## src/rtl/serial_word_rx.sv

```systemverilog
// serial_word_rx: receive side of the single-wire serial word link.
//   Synchronizes the idle-high line, recovers start/data/stop framing with
//   mid-bit sampling, and presents each word through a one-word buffer.
// Optional feature: define SERIAL_RX_PARITY_EN to expect an even-parity bit
//   after the data bits (adds the PARITY state and drives parity_err).
// Ports:
//   clk, rstn      clock, asynchronous active-low reset
//   rx             serial line (asynchronous, idle high)
//   m_data/m_valid/m_ready  word output with valid/ready handshake
//   frame_err      one-cycle pulse, stop bit sampled low
//   overrun        one-cycle pulse, finished word dropped (buffer full)
//   parity_err     one-cycle pulse, parity mismatch (0 without the feature)
//   busy           receiver is inside a frame
module serial_word_rx #(
  parameter int WIDTH        = 8,
  parameter int CLKS_PER_BIT = 4
) (
  input  logic             clk,
  input  logic             rstn,
  input  logic             rx,
  output logic [WIDTH-1:0] m_data,
  output logic             m_valid,
  input  logic             m_ready,
  output logic             frame_err,
  output logic             overrun,
  output logic             parity_err,
  output logic             busy
);

  localparam int CW   = (CLKS_PER_BIT > 2) ? $clog2(CLKS_PER_BIT) : 1;
  localparam int BW   = (WIDTH > 1) ? $clog2(WIDTH) : 1;
  localparam int HALF = CLKS_PER_BIT / 2;

`ifdef SERIAL_RX_PARITY_EN
  typedef enum logic [2:0] {IDLE, START, DATA, PARITY, STOP} state_t;
`else
  typedef enum logic [2:0] {IDLE, START, DATA, STOP} state_t;
`endif

  state_t           state_q, state_d;
  logic             rx_m_q, rx_s_q;
  logic [CW-1:0]    cnt_q, cnt_d;
  logic [BW-1:0]    bit_q, bit_d;
  logic [WIDTH-1:0] shift_q, shift_d;
  logic [WIDTH-1:0] m_data_q, m_data_d;
  logic             m_valid_q, m_valid_d;
  logic             frame_err_q, frame_err_d;
  logic             overrun_q, overrun_d;
  logic             sample;
`ifdef SERIAL_RX_PARITY_EN
  logic             par_q, par_d;
  logic             parity_err_q, parity_err_d;
`endif

  // Two-flop synchronizer, preset to the idle level so reset never looks
  // like a start bit.
  always_ff @(posedge clk or negedge rstn) begin
    if (!rstn) begin
      rx_m_q <= 1'b1;
      rx_s_q <= 1'b1;
    end else begin
      rx_m_q <= rx;
      rx_s_q <= rx_m_q;
    end
  end

  // Bit-time counter reaches 0 exactly on each mid-bit sample point.
  assign sample = (cnt_q == '0);

  always_comb begin
    state_d     = state_q;
    cnt_d       = cnt_q;
    bit_d       = bit_q;
    shift_d     = shift_q;
    m_data_d    = m_data_q;
    m_valid_d   = m_valid_q;
    frame_err_d = 1'b0;
    overrun_d   = 1'b0;
`ifdef SERIAL_RX_PARITY_EN
    par_d        = par_q;
    parity_err_d = 1'b0;
`endif
    if (m_valid_q && m_ready) m_valid_d = 1'b0;

    unique case (state_q)
      IDLE: begin
        if (!rx_s_q) begin
          state_d = START;
          cnt_d   = CW'(HALF - 1);
`ifdef SERIAL_RX_PARITY_EN
          par_d   = 1'b0;
`endif
        end
      end
      START: begin
        if (!sample) cnt_d = cnt_q - CW'(1);
        else if (rx_s_q) state_d = IDLE;  // false start, silently ignored
        else begin
          state_d = DATA;
          cnt_d   = CW'(CLKS_PER_BIT - 1);
          bit_d   = '0;
        end
      end
      DATA: begin
        if (!sample) cnt_d = cnt_q - CW'(1);
        else begin
          // LSB first: each new bit enters at the top and shifts down.
          shift_d = (shift_q >> 1) | (WIDTH'(rx_s_q) << (WIDTH - 1));
          cnt_d   = CW'(CLKS_PER_BIT - 1);
`ifdef SERIAL_RX_PARITY_EN
          par_d   = par_q ^ rx_s_q;
`endif
          if (bit_q == BW'(WIDTH - 1)) begin
`ifdef SERIAL_RX_PARITY_EN
            state_d = PARITY;
`else
            state_d = STOP;
`endif
          end else bit_d = bit_q + BW'(1);
        end
      end
`ifdef SERIAL_RX_PARITY_EN
      PARITY: begin
        if (!sample) cnt_d = cnt_q - CW'(1);
        else begin
          par_d   = par_q ^ rx_s_q;  // even parity: running XOR ends at 0
          cnt_d   = CW'(CLKS_PER_BIT - 1);
          state_d = STOP;
        end
      end
`endif
      STOP: begin
        if (!sample) cnt_d = cnt_q - CW'(1);
        else begin
          // Back to IDLE mid stop bit so an immediately following start
          // edge is not missed.
          state_d = IDLE;
          if (!rx_s_q) frame_err_d = 1'b1;
`ifdef SERIAL_RX_PARITY_EN
          else if (par_q) parity_err_d = 1'b1;
`endif
          else if (!m_valid_q || m_ready) begin
            m_data_d  = shift_q;
            m_valid_d = 1'b1;
          end else overrun_d = 1'b1;
        end
      end
      default: state_d = IDLE;
    endcase
  end

  always_ff @(posedge clk or negedge rstn) begin
    if (!rstn) begin
      state_q     <= IDLE;
      cnt_q       <= '0;
      bit_q       <= '0;
      shift_q     <= '0;
      m_data_q    <= '0;
      m_valid_q   <= 1'b0;
      frame_err_q <= 1'b0;
      overrun_q   <= 1'b0;
    end else begin
      state_q     <= state_d;
      cnt_q       <= cnt_d;
      bit_q       <= bit_d;
      shift_q     <= shift_d;
      m_data_q    <= m_data_d;
      m_valid_q   <= m_valid_d;
      frame_err_q <= frame_err_d;
      overrun_q   <= overrun_d;
    end
  end

`ifdef SERIAL_RX_PARITY_EN
  always_ff @(posedge clk or negedge rstn) begin
    if (!rstn) begin
      par_q        <= 1'b0;
      parity_err_q <= 1'b0;
    end else begin
      par_q        <= par_d;
      parity_err_q <= parity_err_d;
    end
  end
  assign parity_err = parity_err_q;
`else
  assign parity_err = 1'b0;
`endif

  assign m_data    = m_data_q;
  assign m_valid   = m_valid_q;
  assign frame_err = frame_err_q;
  assign overrun   = overrun_q;
  assign busy      = (state_q != IDLE);

endmodule

```

## config.mk

```make
export PLATFORM = sky130hd
export DESIGN_NAME = serial_word_rx
export DESIGN_NICKNAME = d
export VERILOG_FILES = /design/src/rtl/serial_word_rx.sv
export SDC_FILE = /design/constraint.sdc
export NUM_CORES = 1
export LEC_CHECK = 0
export BUFFER_PORTS_ARGS = -buffer_cell sky130_fd_sc_hd__buf_2
export CAP_MARGIN = 40
export CORE_MARGIN = 10
export CORE_UTILIZATION = 35
export DETAILED_ROUTE_END_ITERATION = 6
export HOLD_SLACK_MARGIN = 0.05
export PLACE_DENSITY = 0.65
export RECOVER_POWER = 100
export SETUP_SLACK_MARGIN = 0.15
export SLEW_MARGIN = 10
export SYNTH_ARGS = -nofsm -noshare
export SYNTH_HDL_FRONTEND = slang
export SYNTH_SLANG_ARGS = --single-unit
```

## constraint.sdc

```tcl
create_clock -name clk -period 1.54 [get_ports clk]
set_input_delay 0.077 -clock clk [delete_from_list [all_inputs] [get_ports clk]]
set_output_delay 0.077 -clock clk [all_outputs]
set_load 0.005 [all_outputs]
```

==> flow_summary.json, run 1 <==
{
  "clock-root-buffer": "clkbuf_8",
  "synth-main-ff-cell": "dfrtp_1",
  "port_buffers": 15,
  "path_clk_slew_ns": 0.09,
  "antenna_found_initial": 0,
  "grt_max_degree": 29,
  "power_leakage_nw": 0.878,
  "skew_ns": 0.00192,
  "ys_seq_area_share_pct": 51.1,
  "met3_length_microns": 190,
  "met1_length_microns": 1130,
  "relSlewSlack_pct": 54.6,
  "die_area_sq_um": 6840,
  "drc": 0,
  "place_ws_ns": -0.00844,
  "clock-sinks": 28,
  "start_util_pct": 36.7,
  "hold_class": "input pin to flop",
  "cts_max_path_buffers": 2,
  "first_global_vias": 948,
  "areaGrowthSynthToFinish_pct": 33.5,
  "detail_route.first_pass.iterations": 6,
  "finalWirelength_microns": 2700,
  "synth_edf_count": 0,
  "period_share_pct": 98.2,
  "drive_gt1_share_pct": 52.5,
  "routedWlPerCell_microns": 14.3,
  "num_antenna_cells": 0,
  "async_flop_share_pct": 100,
  "critical_path.max_fanout": 4,
  "highest_layer": "met4",
  "hold_depth": 3,
  "die_width_microns": 82.7,
  "r2r_cells": 6,
  "boundaryPins": 17,
  "holdWs_ns": 0.0621,
  "finalSetupTns_ns": 0,
  "grtUsageTotal_pct": 8.22,
  "synth_nets": 123,
  "hold_viol_final": 0,
  "powerDensity_nw_per_um2": 1740,
  "cp.required_ns": 1.69,
  "cp-end-kind": "flop",
  "vias": 905,
  "synth_area_leaders": "dfrtp_1 47%, ha_1 11%, mux2_4 9.8%",
  "rsz0062_at_grt": "true",
  "hpwl_microns": 1710,
  "htree_levels": 1,
  "cts_made_buffers": 3,
  "grt_overflow_total": 0,
  "finalWorstSetupSlack_ns": 0.0283,
  "setup_viol": 0,
  "drv_slew": 0,
  "yosysTopAreaCell": "dfrtp_1",
  "final_nets": 158,
  "crit_type": "flop to flop",
  "ir_worst_vdd_v": 0.000852,
  "max_freq_mhz": 662,
  "drt_iter0_markers": 58,
  "avgSynthCellArea_sq_um": 12.9,
  "met2_length_microns": 1350,
  "antenna_left": 0,
  "clk_latency_ns": 0.27,
  "period_needed_ns": 1.51,
  "crit_arrival_ns": 1.66,
  "die_h_microns": 82.7,
  "tightestPinTransition_ns": 0.682,
  "vias_per_cell": 4.79,
  "status": "finished clean",
  "cts_tree": "yes",
  "fp-row-count": 22,
  "gp_congestion": 0.768,
  "drv_cap": 0,
  "ys_types": 29,
  "synth_top_cell_area_share_pct": 47.3,
  "coreArea_sq_um": 3740,
  "syn_inst": 107,
  "yosysWarningCount": 0,
  "synth_seq_cells": 28,
  "start_kind": "flop",
  "utilization_pct": 49.0,
  "netlist_area_sq_um": 1380,
  "grt_pass1_wl_microns": 4400
}
==> critical path: stages (launching register included) <==
cell	delay (ns)
dfrtp_2	0.45
buf_4	0.17
ha_1	0.23
nor2_2	0.14
o2bb2ai_2	0.11
o21ai_1	0.19
o41ai_2	0.11
==> final cells by class <==
cell class | count | area (sq um)
fill | 349 | 1910
multi-input combinational | 66 | 732
sequential | 28 | 706
timing repair buffer | 33 | 221
tap | 48 | 60.1
inverter | 10 | 45.0
clock buffer | 3 | 41.3
clock inverter | 1 | 30.0
==> Yosys cell counts, types with 2 or more instances <==
cell type and count:
dfrtp_1 26, ha_1 12, inv_1 10, mux2_4 9, mux2_2 8, nand2_1 8, nor2_1 5, mux2i_1 3
a21oi_1 2, buf_4 2, dfstp_2 2, nand3_1 2, o21ai_0 2
==> repair_timing <==
item / in CTS / in global routing
endpoints found under the setup margin: 23 / 23
pin swaps: 9 / 2
hold buffers: 2 / 0
setup buffers: 9 / 4
endpoints found under the hold margin: 27 / 0
gates resized for setup: 16 / 10
==> report_power, final <==
part / internal, mW / leakage [nW] / switching, mW
logic: 0.823 / 0.474 / 0.706
registers: 0.923 / 0.368 / 0.174
clock network: 0.348 / 0.0357 / 0.217
==> final timing paths <==
kind                             from  slack (ns)    endpoint
min in group asynchronous        rstn        0.37   m_data[1]
min                           m_ready        0.06     overrun
max in group asynchronous        rstn        0.68  state_q[0]
max                        state_q[1]        0.03  state_q[1]
max reg2reg                state_q[1]        0.03  state_q[1]
min reg2reg                    rx_m_q        0.36      rx_s_q
==> layout by cell type, fill, tap and decap left out, drive strengths merged, types with 3 or more instances in the layout <==
| cell type | Yosys | layout |
|---|---|---|
| nor2 | 5 | 5 |
| dfrtp | 26 | 26 |
| mux2 | 17 | 17 |
| nand2 | 9 | 9 |
| ha | 12 | 12 |
| inv | 10 | 10 |
| o21ai | 3 | 3 |
| buf | 3 | 22 |
| nand3 | 3 | 3 |
| mux2i | 3 | 3 |
| clkbuf | 0 | 12 |
==> registers in the layout (all words and copies together) (netlist names) <==
signal / flops
m_data: 8
shift_q: 8
bit_q: 3
cnt_q: 2
state_q: 2
frame_err: 1
m_valid: 1
overrun: 1
rx_m_q: 1
rx_s_q: 1
==> metal layers <==
| metal | up-vias | global-route usage (%) |
|---|---|---|
| li1 | 429 | - |
| met1 | 447 | 9.14 |
| met2 | 25 | 14.5 |
| met3 | 4 | 3.02 |
| met4 | 0 | 2.01 |
| met5 | - | 0 |
==> kinds of logic (layout without fill, tap and decap cells) <==
| kind of cell | count (synthesis) | in the layout | synth area share (%) |
|---|---|---|---|
| flip-flops | 28 | 28 | 51.1 |
| AND/OR/NAND/NOR | 22 | 22 | 8.74 |
| multiplexers | 20 | 20 | 18.6 |
| buffers and inverters | 13 | 47 | 4.64 |
| adder cells (fa/ha/maj) | 12 | 12 | 10.9 |
| AO/OA/AOI/OAI | 11 | 11 | 5.73 |
| other | 1 | 1 | 0.273 |
==> metrics by stage <==
stage / power [mW] / area, sq um / std cells
2_1_floorplan: 1.86 / 1400 / 107
3_3_place_gp: 2.10 / 1550 / 170
3_5_place_dp: 2.15 / 1550 / 170
4_1_cts: 3.03 / 1780 / 185
5_1_grt: 3.41 / 1840 / 189
6_report: 3.19 / 1840 / 189
Note: power is estimated with default switching activity, not from simulation.
==> run 2, diff against run 1 <==
--- a/config.mk
+++ b/config.mk
@@ -11,7 +11,7 @@
 export CORE_UTILIZATION = 35
 export DETAILED_ROUTE_END_ITERATION = 6
 export HOLD_SLACK_MARGIN = 0.05
-export PLACE_DENSITY = 0.65
+export PLACE_DENSITY = 0.63
 export RECOVER_POWER = 100
 export SETUP_SLACK_MARGIN = 0.15
 export SLEW_MARGIN = 10
==> constraint.sdc (replaced) <==
create_clock -name clk -period 1.6 [get_ports clk]
set_input_delay 0.08 -clock clk [delete_from_list [all_inputs] [get_ports clk]]
set_output_delay 0.08 -clock clk [all_outputs]
set_load 0.005 [all_outputs]
==> flow_summary.json, run 2 (synthesis results as in run 1) <==
{
  "grt_pass1_wl_microns": 4190,
  "die_width_microns": 82.7,
  "clkPwrFrac_pct": 17.9,
  "detail_route.first_pass.iterations": 4,
  "setup_viol": 0,
  "cp-end-kind": "flop",
  "finalWirelength_microns": 2640,
  "crit_chain": "buf_4 > ha_2 > nor2_4 > o2bb2ai_4 > o21ai_1 > o41ai_2",
  "p_comb_share_pct": 47.9,
  "cts_tree": "yes",
  "intPower_mw": 2.01,
  "critical_path.max_fanout": 5,
  "power_leakage_nw": 0.848,
  "dpl_cell_area_sq_um": 1540,
  "multi_input_area_sq_um": 721,
  "clock-root-buffer": "clkbuf_8",
  "cp_top_family": "flip-flops",
  "place_ws_ns": 0.000399,
  "p_total_mw": 3.04,
  "routedWlPerCell_microns": 14.1,
  "tightestPinTransition_ns": 0.664,
  "clk_latency_ns": 0.27,
  "vias": 875,
  "antenna_left": 0,
  "crit_arrival_ns": 1.66,
  "htree_levels": 1,
  "fill_cells": 367,
  "start_kind": "flop",
  "start_util_pct": 36.7,
  "antenna_found_initial": 0,
  "rsz0062_at_grt": "true",
  "crit_type": "flop to flop",
  "path_buf_inv": 1,
  "coreArea_sq_um": 3740,
  "cts_made_buffers": 3,
  "final_cell_mix": "25 x dfrtp_1, 13 x buf_4, 10 x clkbuf_1",
  "finalSetupTns_ns": 0,
  "hpwl_microns": 1760,
  "gp_congestion": 0.760,
  "period_needed_ns": 1.51,
  "status": "finished clean",
  "powerDensity_nw_per_um2": 1700,
  "critical_path.slowest_cell": "dfrtp_2",
  "period_share_pct": 94.5,
  "die_area_sq_um": 6840,
  "drc": 0,
  "finalWorstSetupSlack_ns": 0.0878,
  "skew_ns": 0.00548,
  "hold_class": "input pin to flop",
  "final_area_sq_um": 1790,
  "drv_cap": 0,
  "final_nets": 156,
  "hold_viol_final": 0,
  "die_h_microns": 82.7,
  "grt_max_degree": 29,
  "switchingPower_mw": 1.04,
  "seq_power_share_pct": 34.2,
  "grt_overflow_total": 0,
  "boundaryPins": 17,
  "path_clk_slew_ns": 0.09,
  "first_global_vias": 910,
  "vias_per_cell": 4.68,
  "areaGrowthSynthToFinish_pct": 30.2,
  "clock-sinks": 28,
  "cts_max_path_buffers": 2,
  "fp-row-count": 22,
  "regArea_sq_um": 704,
  "port_buffers": 15,
  "ir_worst_vdd_v": 0.000650,
  "final_common_cell": "dfrtp_1",
  "cp.required_ns": 1.75,
  "drive_gt1_share_pct": 47.5,
  "relSlewSlack_pct": 55.7,
  "max_freq_mhz": 661,
  "p_sw_share_pct": 34.0,
  "slowest_delay_ns": 0.49,
  "grtUsageTotal_pct": 7.90,
  "drt_iter0_markers": 49,
  "num_antenna_cells": 0,
  "drv_slew": 0
}
[run 2: cell types whose count changed in the layout (fill, tap and decap cells not counted), sizes merged]
cell	previous run	this run
buf	22	18
clkbuf	12	14
[run 2: routing by layer]
metal	vias to the layer above	share of wire [%]	global-route usage, %	wire length [microns]
met2	14	51	13.4	1360
met1	433	42	9.11	1110
met5	-	0	0	0
met3	4	4.3	2.05	113
li1	424	-	-	-
met4	0	2.1	3.51	55
[run 2: final timing paths]
kind                         endpoint  depth (start not counted)       start  slack, ns
max in group asynchronous  state_q[0]                          2        rstn       0.75
min in group asynchronous   m_data[1]                          2        rstn       0.38
setup reg to reg           state_q[1]                          6  state_q[0]       0.09
setup / recovery           state_q[1]                          6  state_q[0]       0.09
hold / removal                m_valid                          3     m_ready       0.07
hold reg to reg                rx_s_q                          0      rx_m_q       0.36
[run 2: area by class of cell]
type / instances / share of cell area (%)
Inverter: 10 / 2.38
Sequential cell: 28 / 39.3
Tap cell: 48 / 3.35
Clock buffer: 3 / 2.31
Clock inverter: 1 / 1.68
Multi-Input combinational cell: 66 / 40.3
Timing Repair Buffer: 31 / 10.7
[run 2: tightest hold or removal path, delay by kind of cell]
kind / cells / cell delay [ns]
and+or+nand+nor: 2 / 0.17
buffers and inverters: 1 / 0.08
[run 2: stage by stage]
stage / hold WS, ns / util (%) / std cells
2_1_floorplan: -0.216 / - / 107
4_1_cts: 0.0648 / 46.4 / 184
3_3_place_gp: 0.116 / 41.1 / 172
5_1_grt: 0.0824 / 47.8 / 187
6_report: 0.0740 / 47.8 / 187
3_5_place_dp: 0.129 / 41.1 / 172
[run 2: repair_timing]
item / CTS / global route
resized for setup: 16 / 14
pin swaps: 3 / 1
endpoints found under the hold margin: 27 / 0
buffers inserted: 6 / 3
hold buffers: 2 / 0
endpoints found under the setup margin: 21 / 23
[run 2: power groups by stage]
| stage | clock network [mW] | registers (mW) | logic (mW) |
|---|---|---|---|
| detailed placement | 0 | 1.03 | 1.01 |
| finish | 0.546 | 1.04 | 1.46 |
| global placement | 0 | 1.03 | 0.977 |
| global route | 0.588 | 1.07 | 1.59 |
| floorplan | 0 | 1.01 | 0.728 |
| CTS | 0.566 | 1.04 | 1.23 |
==> run 3, diff against run 2 <==
--- a/config.mk
+++ b/config.mk
@@ -11,7 +11,7 @@
 export CORE_UTILIZATION = 35
 export DETAILED_ROUTE_END_ITERATION = 6
 export HOLD_SLACK_MARGIN = 0.05
-export PLACE_DENSITY = 0.63
+export PLACE_DENSITY = 0.51
 export RECOVER_POWER = 100
 export SETUP_SLACK_MARGIN = 0.15
 export SLEW_MARGIN = 10
==> flow_summary.json, run 3 (synthesis results as in run 1) <==
{
  "fill_cells": 357,
  "power_leakage_nw": 0.845,
  "die_width_microns": 82.7,
  "antenna_left": 0,
  "r2r-end": "bit_q[0]",
  "cts_max_path_buffers": 2,
  "cts_tree": "yes",
  "ir_worst_vdd_v": 0.000881,
  "hold_viol_final": 0,
  "grt-busiest-layer": "met2",
  "antenna_found_initial": 0,
  "tightestPinTransition_ns": 0.675,
  "clock-root-buffer": "clkbuf_8",
  "status": "finished clean",
  "slowest_delay_ns": 0.46,
  "skew_ns": 0.00292,
  "period_share_pct": 94.1,
  "final_cell_mix": "24 x dfrtp_1, 12 x buf_4, 9 x clkbuf_1",
  "start_kind": "flop",
  "use_met1_pct": 9.68,
  "detail_route.first_pass.iterations": 4,
  "min_from": "m_ready",
  "fp-row-count": 22,
  "path_clk_slew_ns": 0.09,
  "crit_chain": "buf_4 > ha_1 > buf_4 > nor2b_1 > mux2_1",
  "r2r_slack_ns": 0.09,
  "crit_arrival_ns": 1.66,
  "finalSetupTns_ns": 0,
  "hpwl_microns": 1710,
  "drc": 0,
  "crit_type": "flop to flop",
  "grt_pass1_wl_microns": 3980,
  "first_global_vias": 847,
  "boundaryPins": 17,
  "final_nets": 156,
  "rsz0062_at_grt": "true",
  "grt_max_degree": 29,
  "cp-end-kind": "flop",
  "cp.required_ns": 1.76,
  "critical_path.max_fanout": 4,
  "crit_path_frequent_cell": "buf_4",
  "powerDensity_nw_per_um2": 1630,
  "drv_cap": 0,
  "utilization_pct": 47.2,
  "finalWirelength_microns": 2460,
  "die_h_microns": 82.7,
  "hold_depth": 3,
  "max_freq_mhz": 664,
  "final_cell_count_no_fill": 187,
  "gp_congestion": 0.791,
  "setup_viol": 0,
  "drv_slew": 0,
  "path_buf_inv": 2,
  "grt_overflow_total": 0,
  "period_needed_ns": 1.51,
  "areaGrowthSynthToFinish_pct": 28.5,
  "met2_usage_pct": 11.5,
  "num_antenna_cells": 0,
  "place_inst": 172,
  "vias": 861,
  "vias_per_cell": 4.60,
  "worstHoldEndpoint": "overrun",
  "clock-sinks": 28,
  "cp_top_family": "flip-flops",
  "drt_iter0_markers": 47,
  "coreArea_sq_um": 3740,
  "routedWlPerCell_microns": 13.2,
  "relSlewSlack_pct": 55.0,
  "htree_levels": 1,
  "grt_util_met3_pct": 2.59,
  "critical_path.slowest_cell": "dfrtp_2",
  "grtUsageTotal_pct": 7.39,
  "r2r_cells": 5,
  "port_buffers": 15,
  "clk_latency_ns": 0.27,
  "hold_class": "input pin to flop",
  "cp.depth": 5,
  "die_area_sq_um": 6840,
  "drive_gt1_share_pct": 47.5,
  "cts_made_buffers": 3,
  "r2r-start": "state_q[1]",
  "final_common_cell": "dfrtp_1",
  "start_util_pct": 36.7
}
run 3: worst max-delay path by stage:
stage,startpoint,endpoint,slack (ns)
after global routing,state_q[0],m_data[7],0.04
final,state_q[1],bit_q[0],0.09
after detailed placement,state_q[0],bit_q[0],0.03
after CTS,state_q[1],shift_q[7],0.13
after global placement,state_q[0],bit_q[0],0.03
after floorplan,state_q[1],bit_q[0],0.14
run 3: per-layer routing:
metal  vias up  share of wire, %
met3         2               5.6
li1        421                 -
met4         0              0.61
met1       417                46
met5         -                 0
met2        21                48
run 3: through the flow:
| stage | power, mW | worst slack (ns) | hold WS [ns] | instance area [sq um] |
|---|---|---|---|---|
| after detailed placement | 2.03 | 0.0327 | 0.131 | 1540 |
| after global placement | 2.02 | 0.0259 | 0.129 | 1540 |
| after CTS | 2.75 | 0.128 | 0.0584 | 1700 |
| after floorplan | 1.74 | 0.141 | -0.216 | 1380 |
| final | 2.88 | 0.0942 | 0.0659 | 1770 |
| after global routing | 3.10 | 0.0414 | 0.0551 | 1770 |
run 3: report_power, final:
part	internal (mW)	total, mW	switching, mW
Sequential	0.888	1.04	0.156
Clock	0.335	0.546	0.211
Combinational	0.687	1.29	0.605
run 3: tightest hold or removal path, cell delays in order:
cell and delay, ns:
buf_2 0.07, nand2b_4 0.12, nor2_1 0.04
run 3: timing repair:
item | in CTS | in global routing
resized for setup | 9 | 18
pin swaps | 2 | 3
setup endpoints to repair | 21 | 23
setup buffers | 7 | 2
hold buffers | 2 | 0
hold endpoints to repair | 27 | 0
run 3: final cells by class:
type / instances / area, sq um / area share [%]
tap: 48 / 60.1 / 3.40
timing repair buffer: 31 / 189 / 10.7
clock inverter: 1 / 30.0 / 1.70
multi-input combinational: 66 / 698 / 39.5
clock buffer: 3 / 41.3 / 2.34
inverter: 10 / 42.5 / 2.41
sequential: 28 / 706 / 39.9
